File: src/rtl/fifo_arb_pkg.sv
// Shared types and helpers for the FIFO write-port arbiter.
package fifo_arb_pkg;

  typedef enum logic {
    ARB_IDLE  = 1'b0,
    ARB_BURST = 1'b1
  } arb_state_t;

  // Modulo-n increment without a divider: wraps n-1 back to 0.
  function automatic int unsigned rr_next(input int unsigned ptr, input int unsigned n);
    if (ptr >= n - 32'd1) begin
      return 32'd0;
    end else begin
      return ptr + 32'd1;
    end
  endfunction

endpackage

File: src/rtl/fifo_rr_pick.sv
// Rotating-priority picker: first asserted request at or above ptr, wrapping mod NREQ.
module fifo_rr_pick
  import fifo_arb_pkg::*;
#(
  parameter int NREQ = 4,
  parameter int PW   = $clog2(NREQ)
) (
  input  logic [NREQ-1:0] req,
  input  logic [PW-1:0]   ptr,
  output logic [NREQ-1:0] onehot,
  output logic [PW-1:0]   idx,
  output logic            any
);

  logic          w_found;
  logic [PW-1:0] w_pick;

  // Walk the requests starting at ptr; the first hit wins.
  always_comb begin
    w_found = 1'b0;
    w_pick  = '0;
    for (int k = 0; k < NREQ; k++) begin
      int   j;
      logic hit;
      j       = int'(ptr) + k;
      j       = (j >= NREQ) ? (j - NREQ) : j;
      hit     = !w_found && req[j[PW-1:0]];
      w_pick  = hit ? PW'(j) : w_pick;
      w_found = w_found | hit;
    end
  end

  assign onehot = w_found ? (NREQ'(1) << w_pick) : '0;
  assign idx    = w_pick;
  assign any    = w_found;

endmodule

File: src/rtl/fifo_wr_arbiter.sv
// Round-robin arbiter sharing one async-FIFO write port among NREQ valid/ready/last streams.
// Bursts are capped at MAX_BURST beats; wfull gates winc/ready combinationally.
module fifo_wr_arbiter
  import fifo_arb_pkg::*;
#(
  parameter int NREQ      = 4,
  parameter int Dsize     = 8,
  parameter int MAX_BURST = 4
) (
  input  logic                  wclk,
  input  logic                  w_rst,
  input  logic [NREQ-1:0]       req_valid,
  input  logic [NREQ*Dsize-1:0] req_data,
  input  logic [NREQ-1:0]       req_last,
  output logic [NREQ-1:0]       req_ready,
  output logic [NREQ-1:0]       grant,
  output logic                  busy,
  output logic [Dsize-1:0]      fifo_w_data,
  output logic                  fifo_winc,
  input  logic                  fifo_wfull
);

  localparam int PW = $clog2(NREQ);
  localparam int BW = $clog2(MAX_BURST + 1);

  arb_state_t      r_state;
  logic [NREQ-1:0] r_grant;
  logic [PW-1:0]   r_gidx;
  logic [PW-1:0]   r_rr_ptr;
  logic [BW-1:0]   r_beat_cnt;

  logic [NREQ-1:0]  w_pick_onehot;
  logic [PW-1:0]    w_pick_idx;
  logic             w_pick_any;
  logic             w_busy;
  logic             w_g_valid;
  logic             w_g_last;
  logic             w_xfer;
  logic             w_release;
  logic [BW-1:0]    w_beat_next;
  logic [Dsize-1:0] w_beats [NREQ];

  for (genvar i = 0; i < NREQ; i++) begin : g_unpack
    assign w_beats[i] = req_data[i*Dsize +: Dsize];
  end

  fifo_rr_pick #(
    .NREQ (NREQ),
    .PW   (PW)
  ) u_pick (
    .req    (req_valid),
    .ptr    (r_rr_ptr),
    .onehot (w_pick_onehot),
    .idx    (w_pick_idx),
    .any    (w_pick_any)
  );

  assign w_busy      = (r_state == ARB_BURST);
  assign w_g_valid   = req_valid[r_gidx];
  assign w_g_last    = req_last[r_gidx];
  assign w_xfer      = w_busy & w_g_valid & ~fifo_wfull;
  assign w_beat_next = r_beat_cnt + BW'(1);

  // A stalled beat (valid but full) never releases; a dropped valid always does.
  assign w_release = w_busy &
                     ((w_xfer & (w_g_last | (w_beat_next == BW'(MAX_BURST)))) | ~w_g_valid);

  assign busy        = w_busy;
  assign grant       = r_grant;
  assign fifo_winc   = w_xfer;
  assign fifo_w_data = w_busy ? w_beats[r_gidx] : '0;
  assign req_ready   = (w_busy & ~fifo_wfull) ? r_grant : '0;

  // Arbitration state, grant ownership, burst beat count and round-robin pointer.
  always_ff @(posedge wclk or posedge w_rst) begin
    if (w_rst) begin
      r_state    <= ARB_IDLE;
      r_grant    <= '0;
      r_gidx     <= '0;
      r_rr_ptr   <= '0;
      r_beat_cnt <= '0;
    end else begin
      case (r_state)
        ARB_IDLE: begin
          if (w_pick_any) begin
            r_state    <= ARB_BURST;
            r_grant    <= w_pick_onehot;
            r_gidx     <= w_pick_idx;
            r_beat_cnt <= '0;
          end
        end
        ARB_BURST: begin
          if (w_xfer) begin
            r_beat_cnt <= w_beat_next;
          end
          if (w_release) begin
            r_state  <= ARB_IDLE;
            r_grant  <= '0;
            r_rr_ptr <= PW'(rr_next(32'(r_gidx), NREQ));
          end
        end
        default: begin
          r_state <= ARB_IDLE;
          r_grant <= '0;
        end
      endcase
    end
  end

endmodule

File: config.mk
export PLATFORM = sky130hd
export DESIGN_NAME = fifo_wr_arbiter
export DESIGN_NICKNAME = d
export VERILOG_FILES = /design/src/rtl/fifo_arb_pkg.sv /design/src/rtl/fifo_rr_pick.sv /design/src/rtl/fifo_wr_arbiter.sv
export SDC_FILE = /design/constraint.sdc
export NUM_CORES = 1
export LEC_CHECK = 0
export ABC_AREA = 0
export BUFFER_PORTS_ARGS = -buffer_cell sky130_fd_sc_hd__buf_2
export CAP_MARGIN = 25
export CELL_PAD_IN_SITES_DETAIL_PLACEMENT = 0
export CELL_PAD_IN_SITES_GLOBAL_PLACEMENT = 2
export CORE_ASPECT_RATIO = 0.75
export CORE_MARGIN = 4
export CORE_UTILIZATION = 24
export CTS_BUF_LIST = sky130_fd_sc_hd__clkbuf_8
export DETAILED_ROUTE_END_ITERATION = 10
export HOLD_SLACK_MARGIN = 0.08
export PLACE_DENSITY_LB_ADDON = 0.1
export SETUP_SLACK_MARGIN = 0.3
export SLEW_MARGIN = 5
export SYNTH_ARGS = -nofsm -noshare
export SYNTH_HDL_FRONTEND = slang
export SYNTH_SLANG_ARGS = --single-unit
File: constraint.sdc
create_clock -name wclk -period 1.9 [get_ports wclk]
set_input_delay 0.095 -clock wclk [delete_from_list [all_inputs] [get_ports wclk]]
set_output_delay 0.095 -clock wclk [all_outputs]
set_load 0.05 [all_outputs]
# After elaboration in Yosys (flattened, before gate mapping)
# Cells that the tools add are included.
# word_totals
word_cells	89
inputBits	43
reg_bits	12
out_inout_bits	18
# classes
n_addsub	9
n_reduce_logical	10
n_bitwise	14
shift	1
magnitude_cmp	11
muxes	35
eq_ne	4
# ops
operator	n
$mux 8	3
$mux 2	9
$bmux 8 s2	1
$lt 2x3->1 const B	5
$bmux 1 s2	6
$ge 3x3->1 const B	4
$mux 4	3
$mux 1	8
$pmux 4 s2	1
$reduce_and 2->1	4
$sub 2x1->2 const B	4
$add 2x2->3 const B	2
$mux 3	2
$ne 2x1->1 const B	3
$pmux 3 s2	1
$and 1x1->1	5
$or 1x1->1	5
$shl 1x2->4 const A	1
$add 2x1->3 const B	1
$add 3x1->3 const B	1
$eq 3x3->1 const B	1
$ge 2x3->1 const B	1
$logic_and 1x1->1	3
$logic_not 1->1	3
other kinds (5)	7

# Depth between registers and ports, before layout
# logic_depth
ltp_word	16
mapped_depth	6
mapped_depth_nobuf	6

# By module
# From an unflattened synthesis, not the netlist that was laid out.
# unflattened
hier_cells	116
hier_area_um2	1069.8
# modules_own_cells
mod	cells_each	area_each_um2	seq_area_each_um2	instances
fifo_wr_arbiter	84	887.1	300.3	1
fifo_rr_pick	32	182.7	0.0	1

# Worst setup path after synthesis
# OpenSTA, ideal clock, no wires.
# synth_timing
path_kind	register to register
start	register r_gidx[0]
end	register r_rr_ptr[0]
t_required_ps	1775
path_buffers	0
path_stages_with_launch	4
t_arrival_ps	1619
period_less_slack_ps	1744
setup_time_ps	125
slack_ps	156
cell_sequence	dfrtp_1 > mux4_1 > a21boi_2 > mux2_2
# synth_via
elab_chain_len	8
word_cells_on_any_way	15
classes_between	add/sub (1); order compare (1); mux (5); bitwise (7); reduce/logical (1)
# synth_rtl
element	line	text
start, declared	fifo_wr_arbiter.sv:28	logic [PW-1:0] r_gidx;
start signal, assigned	fifo_wr_arbiter.sv:88	r_gidx <= w_pick_idx;
$bmux 1 s2	fifo_wr_arbiter.sv:59	assign w_g_valid = req_valid[r_gidx];
$mux 1 (not written as such)	fifo_wr_arbiter.sv:59	
$and 1x1->1 (2 in a row)	fifo_wr_arbiter.sv:61	assign w_xfer = w_busy & w_g_valid & ~fifo_wfull;
$and 1x1->1	fifo_wr_arbiter.sv:66	((w_xfer & (w_g_last | (w_beat_next == BW'(MAX_BURST)))) | ~w_g_valid);
$or 1x1->1	fifo_wr_arbiter.sv:66	
$and 1x1->1	fifo_wr_arbiter.sv:65	assign w_release = w_busy &
$reduce_and 2->1 (no source line)	--	
end signal, assigned	fifo_wr_arbiter.sv:99	r_rr_ptr <= PW'(rr_next(32'(r_gidx), NREQ));
end, declared	fifo_wr_arbiter.sv:29	logic [PW-1:0] r_rr_ptr;
# Several ways; a longest one is shown, not always the timed one. The select of a mux whose other input is x is not followed.
# A chain may end at the register's enable or synchronous reset.

# Worst setup path after layout
# Ends and elaborated chain as after synthesis.

==> impl_results.md <==
- Number of hold violations in the final report: 0
- Leak: between 0.8 and 0.9 nW
- Dpl cells: between 200 and 250
- Global route overflow: 0
- DIE AREA: approximately 5100 um^2
- Port buffer count: 60
- Startpoint Class: flip-flop
- Die width: slightly above 80 um
- DRC: 0
- Die Height: about 63 um
- Setup Crit Path Kind: flip-flop to flip-flop
- Vias/cell: 4.52
- Post-synthesis cell count: between 90 and 100
- GRT Resource Usage Total: 0.120
- Final setup viols: 0
- WHS: roughly 270 ps
- Final wirelength: just under 3000 um
- RePlAce Congestion: about 0.81
- Synth top area share: 0.308
- Max Cap Viol: 0
- Number of synthesized register bits: 12
- Design Power: 0.00297 W
- Post-DP HPWL: approximately 2300 um
- FP Rows: 19
- Setup TNS: 0 ps
- Clock tree sinks: 12
- Fmax: roughly 580 MHz
- Final Max Slew Viols: 0
- Yosys top cell by area: dfrtp_1
- Slew @ Worst Pin: 537 ps
- Worst Path Required: about 2000 ps
- Root buffer cell: clkbuf_8
- Clock Tree Buf Depth: 2
- Final Critical Period: roughly 1700 ps
- Post-Syn Nets: about 140
- Worst-path clk slew: about 60 ps
- Post-Synthesis Cell Area: about 970 um^2
- Sequential area share after synthesis: 0.308
- Clock Latency Late Sink: approximately 240 ps
- Max VDD drop: 0.000678 V
- Min-delay worst type: primary input to flip-flop
- PwrDens: 1780 nW/um^2
- Ranking of synthesized cells by area: dfrtp_1 (31%), mux4_2 (21%), and2_1 (7.7%)
- Vias in the first global route: 1029
- Clk_skew: between 1 and 1.5 ps
- Fillers: 361
- Layout cells sized above 1: 0.675
- Flop-to-flop setup slack: approximately 180 ps
- CP Max Fanout: 4
- CTS tree: done
- Iter 0 DRT Violations: 29
- Post-Layout Cell Count: between 200 and 250
- Initial antenna violation count: 0
- Commonest non-fill, non-tap cell in the layout: buf_2
- Crit path arrival time: roughly 1900 ps
- Final period util: 0.906
- Post-DRT Antenna Nets: 0
- Initial Utilization: 0.258
- Area grow syn2layout: 71.5%
- Diodes inserted: 0
- H-tree depth: 1
- Pre-Repair DR Iteration Count: 4
- Number of nets in the layout: roughly 220
- Largest net degree at the start of global routing: 13
- Syn avg cell area: approximately 10 um^2
- Most frequent cells in the layout: buf_2 (50), buf_4 (14)
- Unrepaired setup endpoints after global routing: true
- Core Area: approximately 3800 um^2
- CTS Buf Count: 3
- Via Count: approximately 1000
- Slew HR: 0.642
- Endpoint type of the worst setup path: flip-flop
- Status: finished clean
- First-pass GRT wire length: about 4900 um
- Ys Warns: 0
- Netlist cell types: 31
- Ports: between 60 and 70
- Per-cell routed wire length: 13.1 um
-- critical path, stage by stage, from the launching register on --
cell      delay [ps]
dfrtp_2          420
buf_4            130
mux4_2           510
a21oi_4          180
a21boi_4          90
mux2_2           280
-- layer usage --
layer,track usage,wire length [um],vias to the layer above
met5,0,0,-
met4,0.0127,0,0
met3,0.0413,172,0
met2,0.206,1500,25
met1,0.147,1230,483
li1,-,-,490
-- kinds of logic (layout without fill, tap and decap cells) --
logic type / Yosys count / after routing / share of synthesized area
adder cells (fa/ha/maj): 3 / 3 / 0.0386
buffers and inverters: 9 / 85 / 0.0386
multiplexers: 13 / 13 / 0.270
AO/OA/AOI/OAI: 15 / 15 / 0.104
AND/OR/NAND/NOR: 40 / 40 / 0.231
flip-flops: 12 / 12 / 0.308
XOR/XNOR: 1 / 1 / 0.00900
-- path summary, 6_finish.rpt --
kind                                    start            end  depth (start not counted)
worst max-delay path                r_gidx[0]    r_rr_ptr[0]                          5
worst min-delay path               fifo_wfull  r_beat_cnt[1]                          6
worst max register to register      r_gidx[0]    r_rr_ptr[0]                          5
worst min register to register  r_beat_cnt[0]  r_beat_cnt[0]                          1
max in group asynchronous               w_rst      r_gidx[0]                          3
min in group asynchronous               w_rst       grant[3]                          3
-- through the flow --
| step | util | area, um^2 | worst slack (ps) |
|---|---|---|---|
| finish | 0.442 | 1670 | 178 |
| detailed placement | 0.364 | 1380 | 145 |
| floorplan | - | 981 | 238 |
| global placement | 0.364 | 1380 | 214 |
| global route | 0.442 | 1670 | 115 |
| CTS | 0.418 | 1580 | 159 |
-- report_power, final --
group	switching [W]	internal [W]
combinational	0.00113	0.00107
sequential	0.000111	0.000370
clock	0.000105	0.000183
total	0.00135	0.00163
-- state kept, by name, summed over array words and instances (netlist names) --
name        count
r_beat_cnt      3
r_gidx          2
grant           4
busy            1
r_rr_ptr        2
-- layout make-up --
| cell class | count | area [um^2] | area share |
|---|---|---|---|
| tap | 52 | 65.1 | 0.0390 |
| sequential | 12 | 303 | 0.181 |
| clock buffer | 4 | 55.1 | 0.0330 |
| inverter | 4 | 17.5 | 0.0105 |
| timing repair buffer | 77 | 534 | 0.320 |
| multi-input combinational | 72 | 694 | 0.416 |
-- timing repair --
| action | CTS | global route |
|---|---|---|
| buffers inserted | 4 | 5 |
| gates resized for setup | 34 | 16 |
| hold buffers | 1 | 0 |
| pin swaps | 6 | 9 |
| setup endpoints to repair | 16 | 19 |
| endpoints found under the hold margin | 12 | 0 |
-- cells in the mapped netlist (all sizes together) --
cell type / number
a211o: 1
a21boi: 1
a21o: 2
a21oi: 5
and2: 12
and3: 1
buf: 3
clkbuf: 2
dfrtp: 12
ha: 3
inv: 4
mux2: 3
mux4: 10
nand2: 11
nand2b: 1
nand3: 3
nor2: 2
nor2b: 3
nor3b: 1
nor4: 1
o21ai: 3
o22ai: 2
o32a: 1
or2: 1
or2b: 2
or3: 1
or4b: 1
xor2: 1
(Power assumes the default switching activity.)
